### src/rtl/multicycle_ctrl_pkg.sv
// Shared definitions for the multicycle controller: state codes, opcodes,
// datapath select encodings and the bundled control-output record.
package multicycle_ctrl_pkg;

    typedef enum logic [3:0] {
        S_FETCH    = 4'd0,
        S_DECODE   = 4'd1,
        S_EXEC_R   = 4'd2,
        S_EXEC_I   = 4'd3,
        S_MEM_ADDR = 4'd4,
        S_MEM_RD   = 4'd5,
        S_MEM_WB   = 4'd6,
        S_MEM_WR   = 4'd7,
        S_RWB      = 4'd8,
        S_BRANCH   = 4'd9,
        S_JUMP     = 4'd10,
        S_HALT     = 4'd11
    } state_t;

    localparam logic [3:0] OP_RTYPE = 4'b0000;
    localparam logic [3:0] OP_ADDI  = 4'b0001;
    localparam logic [3:0] OP_LW    = 4'b0010;
    localparam logic [3:0] OP_SW    = 4'b0011;
    localparam logic [3:0] OP_BEQ   = 4'b0100;
    localparam logic [3:0] OP_JMP   = 4'b0101;
    localparam logic [3:0] OP_HLT   = 4'b1111;

    localparam logic       SRCA_PC     = 1'b0;
    localparam logic       SRCA_A      = 1'b1;
    localparam logic       IORD_PC     = 1'b0;
    localparam logic       IORD_ALUOUT = 1'b1;
    localparam logic       REGDST_RT   = 1'b0;
    localparam logic       REGDST_RD   = 1'b1;
    localparam logic       WB_ALUOUT   = 1'b0;
    localparam logic       WB_MDR      = 1'b1;

    localparam logic [1:0] SRCB_B      = 2'b00;
    localparam logic [1:0] SRCB_ONE    = 2'b01;
    localparam logic [1:0] SRCB_IMM    = 2'b10;
    localparam logic [1:0] ALUOP_ADD   = 2'b00;
    localparam logic [1:0] ALUOP_SUB   = 2'b01;
    localparam logic [1:0] ALUOP_FUNCT = 2'b10;
    localparam logic [1:0] PCSRC_ALU   = 2'b00;
    localparam logic [1:0] PCSRC_ALUOUT= 2'b01;
    localparam logic [1:0] PCSRC_JUMP  = 2'b10;

    typedef struct packed {
        logic       pc_en;
        logic       ir_en;
        logic       mdr_en;
        logic       ab_en;
        logic       aluout_en;
        logic       rf_we;
        logic       mem_rd;
        logic       mem_wr;
        logic       iord;
        logic       reg_dst;
        logic       mem_to_reg;
        logic       alu_src_a;
        logic [1:0] alu_src_b;
        logic [1:0] alu_op;
        logic [1:0] pc_src;
        logic       halted;
        logic       illegal;
    } ctrl_out_t;

    function automatic logic op_is_legal(input logic [3:0] op);
        case (op)
            OP_RTYPE, OP_ADDI, OP_LW, OP_SW, OP_BEQ, OP_JMP, OP_HLT: return 1'b1;
            default:                                                return 1'b0;
        endcase
    endfunction

endpackage

### src/rtl/multicycle_ctrl_if.sv
// Control bus between the multicycle controller (slave side) and the
// datapath/memory that feeds it status and consumes its enables and selects.
interface multicycle_ctrl_if;
    logic [3:0] opcode;
    logic       zero;
    logic       mem_ready;

    logic       pc_en;
    logic       ir_en;
    logic       mdr_en;
    logic       ab_en;
    logic       aluout_en;
    logic       rf_we;
    logic       mem_rd;
    logic       mem_wr;
    logic       iord;
    logic       reg_dst;
    logic       mem_to_reg;
    logic       alu_src_a;
    logic [1:0] alu_src_b;
    logic [1:0] alu_op;
    logic [1:0] pc_src;
    logic [3:0] state;
    logic       halted;
    logic       illegal;

    modport slave (
        input  opcode, zero, mem_ready,
        output pc_en, ir_en, mdr_en, ab_en, aluout_en, rf_we, mem_rd, mem_wr,
               iord, reg_dst, mem_to_reg, alu_src_a, alu_src_b, alu_op, pc_src,
               state, halted, illegal
    );

    modport master (
        output opcode, zero, mem_ready,
        input  pc_en, ir_en, mdr_en, ab_en, aluout_en, rf_we, mem_rd, mem_wr,
               iord, reg_dst, mem_to_reg, alu_src_a, alu_src_b, alu_op, pc_src,
               state, halted, illegal
    );
endinterface

### src/rtl/ctrl_out_decode.sv
// Combinational state-to-control decode. Everything is forced low while
// reset is held so no strobe escapes during an asynchronous clear.
module ctrl_out_decode
    import multicycle_ctrl_pkg::*;
(
    input  logic       i_clr,
    input  state_t     i_state,
    input  logic [3:0] i_opcode,
    input  logic       i_zero,
    input  logic       i_mem_ready,
    output ctrl_out_t  o_ctrl
);

    always_comb begin
        o_ctrl = '0;
        if (!i_clr) begin
            case (i_state)
                S_FETCH: begin
                    o_ctrl.mem_rd    = 1'b1;
                    o_ctrl.iord      = IORD_PC;
                    o_ctrl.alu_src_a = SRCA_PC;
                    o_ctrl.alu_src_b = SRCB_ONE;
                    o_ctrl.alu_op    = ALUOP_ADD;
                    o_ctrl.pc_src    = PCSRC_ALU;
                    o_ctrl.ir_en     = i_mem_ready;
                    o_ctrl.pc_en     = i_mem_ready;
                end
                S_DECODE: begin
                    o_ctrl.ab_en   = 1'b1;
                    o_ctrl.illegal = !op_is_legal(i_opcode);
                end
                S_EXEC_R: begin
                    o_ctrl.alu_src_a = SRCA_A;
                    o_ctrl.alu_src_b = SRCB_B;
                    o_ctrl.alu_op    = ALUOP_FUNCT;
                    o_ctrl.aluout_en = 1'b1;
                end
                S_EXEC_I, S_MEM_ADDR: begin
                    o_ctrl.alu_src_a = SRCA_A;
                    o_ctrl.alu_src_b = SRCB_IMM;
                    o_ctrl.alu_op    = ALUOP_ADD;
                    o_ctrl.aluout_en = 1'b1;
                end
                S_MEM_RD: begin
                    o_ctrl.mem_rd = 1'b1;
                    o_ctrl.iord   = IORD_ALUOUT;
                    o_ctrl.mdr_en = i_mem_ready;
                end
                S_MEM_WB: begin
                    o_ctrl.rf_we      = 1'b1;
                    o_ctrl.reg_dst    = REGDST_RT;
                    o_ctrl.mem_to_reg = WB_MDR;
                end
                S_MEM_WR: begin
                    o_ctrl.mem_wr = 1'b1;
                    o_ctrl.iord   = IORD_ALUOUT;
                end
                S_RWB: begin
                    // IR is frozen after fetch, so the opcode still tells R-type from ADDI.
                    o_ctrl.rf_we      = 1'b1;
                    o_ctrl.reg_dst    = (i_opcode == OP_RTYPE) ? REGDST_RD : REGDST_RT;
                    o_ctrl.mem_to_reg = WB_ALUOUT;
                end
                S_BRANCH: begin
                    o_ctrl.alu_src_a = SRCA_A;
                    o_ctrl.alu_src_b = SRCB_B;
                    o_ctrl.alu_op    = ALUOP_SUB;
                    o_ctrl.pc_src    = PCSRC_ALUOUT;
                    o_ctrl.pc_en     = i_zero;
                end
                S_JUMP: begin
                    o_ctrl.pc_en  = 1'b1;
                    o_ctrl.pc_src = PCSRC_JUMP;
                end
                S_HALT: begin
                    o_ctrl.halted = 1'b1;
                end
                default: o_ctrl = '0;
            endcase
        end
    end

endmodule

### src/rtl/multicycle_ctrl.sv
// Multicycle CPU controller: state register plus next-state logic, with the
// per-state control outputs produced by ctrl_out_decode.
module multicycle_ctrl
    import multicycle_ctrl_pkg::*;
(
    input  logic               clk,
    input  logic               CLR,
    multicycle_ctrl_if.slave   bus
);

    state_t    r_state;
    state_t    w_state_next;
    ctrl_out_t w_ctrl;

    always_ff @(posedge clk or posedge CLR) begin
        if (CLR) r_state <= S_FETCH;
        else     r_state <= w_state_next;
    end

    always_comb begin
        w_state_next = r_state;
        case (r_state)
            S_FETCH:    w_state_next = bus.mem_ready ? S_DECODE : S_FETCH;
            S_DECODE: begin
                case (bus.opcode)
                    OP_RTYPE:      w_state_next = S_EXEC_R;
                    OP_ADDI:       w_state_next = S_EXEC_I;
                    OP_LW, OP_SW:  w_state_next = S_MEM_ADDR;
                    OP_BEQ:        w_state_next = S_BRANCH;
                    OP_JMP:        w_state_next = S_JUMP;
                    OP_HLT:        w_state_next = S_HALT;
                    default:       w_state_next = S_FETCH;
                endcase
            end
            S_EXEC_R, S_EXEC_I: w_state_next = S_RWB;
            S_MEM_ADDR: w_state_next = (bus.opcode == OP_SW) ? S_MEM_WR : S_MEM_RD;
            S_MEM_RD:   w_state_next = bus.mem_ready ? S_MEM_WB : S_MEM_RD;
            S_MEM_WR:   w_state_next = bus.mem_ready ? S_FETCH : S_MEM_WR;
            S_MEM_WB, S_RWB, S_BRANCH, S_JUMP: w_state_next = S_FETCH;
            S_HALT:     w_state_next = S_HALT;
            default:    w_state_next = S_FETCH;
        endcase
    end

    ctrl_out_decode u_decode (
        .i_clr       (CLR),
        .i_state     (r_state),
        .i_opcode    (bus.opcode),
        .i_zero      (bus.zero),
        .i_mem_ready (bus.mem_ready),
        .o_ctrl      (w_ctrl)
    );

    assign bus.pc_en      = w_ctrl.pc_en;
    assign bus.ir_en      = w_ctrl.ir_en;
    assign bus.mdr_en     = w_ctrl.mdr_en;
    assign bus.ab_en      = w_ctrl.ab_en;
    assign bus.aluout_en  = w_ctrl.aluout_en;
    assign bus.rf_we      = w_ctrl.rf_we;
    assign bus.mem_rd     = w_ctrl.mem_rd;
    assign bus.mem_wr     = w_ctrl.mem_wr;
    assign bus.iord       = w_ctrl.iord;
    assign bus.reg_dst    = w_ctrl.reg_dst;
    assign bus.mem_to_reg = w_ctrl.mem_to_reg;
    assign bus.alu_src_a  = w_ctrl.alu_src_a;
    assign bus.alu_src_b  = w_ctrl.alu_src_b;
    assign bus.alu_op     = w_ctrl.alu_op;
    assign bus.pc_src     = w_ctrl.pc_src;
    assign bus.halted     = w_ctrl.halted;
    assign bus.illegal    = w_ctrl.illegal;
    assign bus.state      = r_state;

endmodule

### src/flat_wrapper.sv
// flat-port wrapper written by rule: the top's interface ports become plain ports
module multicycle_ctrl_flat import multicycle_ctrl_pkg::*;
  (clk, CLR, bus_opcode, bus_zero, bus_mem_ready, bus_pc_en, bus_ir_en, bus_mdr_en, bus_ab_en, bus_aluout_en, bus_rf_we, bus_mem_rd, bus_mem_wr, bus_iord, bus_reg_dst, bus_mem_to_reg, bus_alu_src_a, bus_alu_src_b, bus_alu_op, bus_pc_src, bus_state, bus_halted, bus_illegal);
  multicycle_ctrl_if bus_i ();
  input  logic clk;
  input  logic CLR;
  input wire logic [$bits(bus_i.opcode)-1:0] bus_opcode;
  input wire logic [$bits(bus_i.zero)-1:0] bus_zero;
  input wire logic [$bits(bus_i.mem_ready)-1:0] bus_mem_ready;
  output wire logic [$bits(bus_i.pc_en)-1:0] bus_pc_en;
  output wire logic [$bits(bus_i.ir_en)-1:0] bus_ir_en;
  output wire logic [$bits(bus_i.mdr_en)-1:0] bus_mdr_en;
  output wire logic [$bits(bus_i.ab_en)-1:0] bus_ab_en;
  output wire logic [$bits(bus_i.aluout_en)-1:0] bus_aluout_en;
  output wire logic [$bits(bus_i.rf_we)-1:0] bus_rf_we;
  output wire logic [$bits(bus_i.mem_rd)-1:0] bus_mem_rd;
  output wire logic [$bits(bus_i.mem_wr)-1:0] bus_mem_wr;
  output wire logic [$bits(bus_i.iord)-1:0] bus_iord;
  output wire logic [$bits(bus_i.reg_dst)-1:0] bus_reg_dst;
  output wire logic [$bits(bus_i.mem_to_reg)-1:0] bus_mem_to_reg;
  output wire logic [$bits(bus_i.alu_src_a)-1:0] bus_alu_src_a;
  output wire logic [$bits(bus_i.alu_src_b)-1:0] bus_alu_src_b;
  output wire logic [$bits(bus_i.alu_op)-1:0] bus_alu_op;
  output wire logic [$bits(bus_i.pc_src)-1:0] bus_pc_src;
  output wire logic [$bits(bus_i.state)-1:0] bus_state;
  output wire logic [$bits(bus_i.halted)-1:0] bus_halted;
  output wire logic [$bits(bus_i.illegal)-1:0] bus_illegal;
  assign bus_i.opcode = bus_opcode;
  assign bus_i.zero = bus_zero;
  assign bus_i.mem_ready = bus_mem_ready;
  assign bus_pc_en = bus_i.pc_en;
  assign bus_ir_en = bus_i.ir_en;
  assign bus_mdr_en = bus_i.mdr_en;
  assign bus_ab_en = bus_i.ab_en;
  assign bus_aluout_en = bus_i.aluout_en;
  assign bus_rf_we = bus_i.rf_we;
  assign bus_mem_rd = bus_i.mem_rd;
  assign bus_mem_wr = bus_i.mem_wr;
  assign bus_iord = bus_i.iord;
  assign bus_reg_dst = bus_i.reg_dst;
  assign bus_mem_to_reg = bus_i.mem_to_reg;
  assign bus_alu_src_a = bus_i.alu_src_a;
  assign bus_alu_src_b = bus_i.alu_src_b;
  assign bus_alu_op = bus_i.alu_op;
  assign bus_pc_src = bus_i.pc_src;
  assign bus_state = bus_i.state;
  assign bus_halted = bus_i.halted;
  assign bus_illegal = bus_i.illegal;
  multicycle_ctrl u_core (.clk(clk), .CLR(CLR), .bus(bus_i));
endmodule
### config.mk
export PLATFORM = sky130hd
export DESIGN_NAME = multicycle_ctrl_flat
export DESIGN_NICKNAME = d
export VERILOG_FILES = /design/src/rtl/multicycle_ctrl_pkg.sv /design/src/rtl/multicycle_ctrl_if.sv /design/src/rtl/ctrl_out_decode.sv /design/src/rtl/multicycle_ctrl.sv /design/src/flat_wrapper.sv
export SDC_FILE = /design/constraint.sdc
export NUM_CORES = 1
export LEC_CHECK = 0
export ABC_AREA = 1
export CORE_MARGIN = 4
export CORE_UTILIZATION = 29
export CTS_CLUSTER_SIZE = 40
export DETAILED_ROUTE_END_ITERATION = 6
export PLACE_DENSITY = 0.65
export SLEW_MARGIN = 20
export SYNTH_ARGS = -nofsm -noshare
export SYNTH_HDL_FRONTEND = slang
export SYNTH_SLANG_ARGS = --single-unit
### constraint.sdc
create_clock -name clk -period 2.4 [get_ports clk]
set_clock_uncertainty 0.2 [all_clocks]
set_input_delay 0.24 -clock clk [delete_from_list [all_inputs] [get_ports clk]]
set_output_delay 0.24 -clock clk [all_outputs]
set_load 0.02 [all_outputs]
==> key figures <==
Outcome
  – Status: finished, final reports clean

Pwr
  – Maximum VDD drop: 0.0004539 V
  – Pwr/cell area: 933.9 nW/um^2
  – Sequential share of power: 0.167
  – Clock power share: 0.093
  – Logic pwr share: 0.740
  – Psw: 0.0004458 W
  – Pint: 0.0004025 W
  – Leakage: 0.4986 nW
  – Switching Fraction: 0.5255

Min path
  – Worst min path class: input port to asynchronous set/reset pin

GRT
  – Largest net degree at the start of global routing: 10
  – GRT overflow: 0
  – All-Layer GR Usage: 0.1275
  – Met3 Track Usage GR: 0.03264
  – Gr busiest metal: met2
  – Met2 Resource Use GR: 0.2304
  – First-pass GRT wire length: 2.594 mm
  – Vias in the first global route: 687
  – Initial antenna violation count: 0
  – Met1 Resource Use GR: 0.1352

Worst setup path
  – CP Launch Type: register
  – Crit path DAT: 1.87 ns
  – Setup slack, reg-to-reg: 1.04 ns
  – Crit. End Element: output port
  – Worst flop-to-flop path startpoint: u_core.bus.state[1]$_DFF_PP0_
  – Crit path max fanout: 7
  – Worst path required time: 1.96 ns
  – WS Path Type: register to output port
  – R2R Path End: u_core.bus.state[1]$_DFF_PP0_
  – Worst r2r path cells: 7

Job
  – Max-cap violations: 0

Synthesis
  – Seq/Total Area, Yosys: 0.1900
  – Cells after Synth: 99
  – Unique masters post-synth: 19
  – Synth Register Bits: 4
  – Post-synth top area share: 0.2352
  – Area contributors post-synth: nand2_1 24%, dfrtp_1 19%, nor2_1 11%
  – Syn nets: 107
  – Adder-Cell Fraction of Synth Area: 0
  – Mux cell area share after synthesis: 0
  – Synth area leader: nand2_1
  – Post-Syn Area per Cell: 5.321 um^2
  – Ys Warns: 0
  – Synth Area in Simple Gates: 0.6128
  – Post-synthesis compound-gate area fraction: 0.06413
  – Synthesized area: 526.8 um^2
  – Main combinational cell family by area after synthesis: simple AND/OR/NAND/NOR gates
  – Xor/xnor share of the synthesized area: 0

Timing
  – Relative slew slack: 0.8308
  – Tmin final: 2.314 ns
  – Setup violations, final: 0
  – Final hold vios: 0
  – Final hold slack: 0.2934 ns
  – Fmax: 432.2 MHz
  – Tightest Pin Transition: 0.2538 ns
  – RSZ-0062 raised after global routing: false
  – Final period util: 0.9640
  – Final setup TNS: 0 ns
  – Final Max Tran Viols: 0

Final layout
  – Footprint of the multi-input gates: 361.6 um^2
  – Layout cell share with drive strength beyond 1: 0.1278
  – Seq. cell area: 100.1 um^2
  – Most frequent cells in the layout: 33 x nand2_1, 27 x clkdlybuf4s50_1, 15 x nor2_1, 11 x inv_1, 11 x nand3_1
  – Fillers: 193
  – Final nets: 143
  – Antenna Cells: 0
  – Final Util: 0.5261
  – Layout area overhead: 72.45%
  – Most common cell after layout, fill and taps aside: nand2_1
  – Largest register FFs: 4

Drt
  – Vias: 716
  – DRT iter0 DRCs: 18
  – Routed len/inst: 10.07 um
  – DRT Pass-1 Iters: 4
  – DRT Wirelength: 1.591 mm
  – Routed Antenna Nets: 0
  – Drt drc: 0
  – Vias per inst: 4.532

Place
  – Routability congestion estimate: 0.8540
  – Placed wire-length estimate: 1.399 mm
  – Port-buffer cells: 31

Clock network
  – Skew-Pair Late Insertion Delay: 0.23 ns
  – CTS Hold Buffers Added: 0
  – CTS root buf: clkbuf_4
  – Clock Path Buffers: 2
  – CTS Sinks: 4
  – Num CTS Buffers: 3
  – Clk pin slew, worst setup/hold paths: 0.04 ns
  – CTS tree: built
  – Htree depth: 1

Die
  – Core area: 1727 um^2
  – Row Count: 15
  – Die width: 50.62 um
  – Die Area: 2562 um^2
  – Initial core utilization: 0.3051
  – Die Ht: 50.62 um
  – Num ports: 32
-- routing by layer --
layer | wire (um) | part of all wire
met1 | 685 | 0.43
met2 | 755 | 0.47
met3 | 135 | 0.085
met4 | 14 | 0.0088
met5 | 0 | 0
-- power groups by stage --
stage               clock network, W  logic (W)  registers, W
detailed placement                 0   0.000625      0.000142
CTS                        0.0000804   0.000627      0.000141
global route               0.0000893   0.000680      0.000148
floorplan                          0   0.000344      0.000169
finish                     0.0000790   0.000628      0.000141
global placement                   0   0.000623      0.000144
-- synthesized netlist by cell type --
library cell	number
a21oi_1	3
a31oi_1	1
buf_2	1
buf_4	1
clkinv_2	1
dfrtp_1	4
inv_1	11
inv_2	3
nand2_1	33
nand2_2	2
nand3_1	11
nand4_1	3
nor2_1	15
nor2_2	4
nor2_4	1
nor3_1	2
nor3_2	1
o211ai_1	1
o21ai_0	1
-- how the worst max path moves through the flow --
stage | start | cells after the start | endpoint
after floorplan | u_core.bus.state[2]$_DFF_PP0_ | 5 | bus_pc_en
after global placement | CLR | 6 | bus_pc_en
after detailed placement | CLR | 6 | bus_pc_en
after CTS | u_core.bus.state[1]$_DFF_PP0_ | 6 | bus_illegal
after global routing | u_core.bus.state[1]$_DFF_PP0_ | 6 | bus_alu_op[0]
final | u_core.bus.state[0]$_DFF_PP0_ | 4 | bus_alu_src_a
-- area by class of cell --
type | count | area share
Multi-Input combinational cell | 78 | 0.3981
Timing Repair Buffer | 33 | 0.3691
Sequential cell | 4 | 0.1102
Inverter | 15 | 0.06336
Clock buffer | 3 | 0.02479
Tap cell | 25 | 0.03444
-- kinds of logic (layout without fill, tap and decap cells) --
kind of cell           count (synthesis)  count (layout)
AND/OR/NAND/NOR                       72              72
AO/OA/AOI/OAI                          6               6
buffers and inverters                 17              51
flip-flops                             4               4
-- stage by stage --
stage | instances | setup WS, ns | total power [W] | instance area, um^2
2_1_floorplan | 99 | 0.6551 | 0.0005130 | 526.8
3_3_place_gp | 155 | 0.1874 | 0.0007671 | 870.8
3_5_place_dp | 155 | 0.1661 | 0.0007672 | 870.8
4_1_cts | 158 | 0.005583 | 0.0008487 | 893.4
5_1_grt | 158 | 0.0002325 | 0.0009168 | 908.4
6_report | 158 | 0.08630 | 0.0008483 | 908.4
-- worst max-delay path, cell delays in order, from the launching register on --
cell and delay, ns:
dfrtp_1 0.44, nor2_1 0.24, nand2_1 0.16, a31oi_1 0.19
clkdlybuf4s50_1 0.62
-- timing repair --
item / 4_1_cts / 5_1_grt
setup buffers: 0 / 0
gates resized for setup: 0 / 5
setup endpoints to repair: 0 / 4
Note: power is estimated with default switching activity, not from simulation.
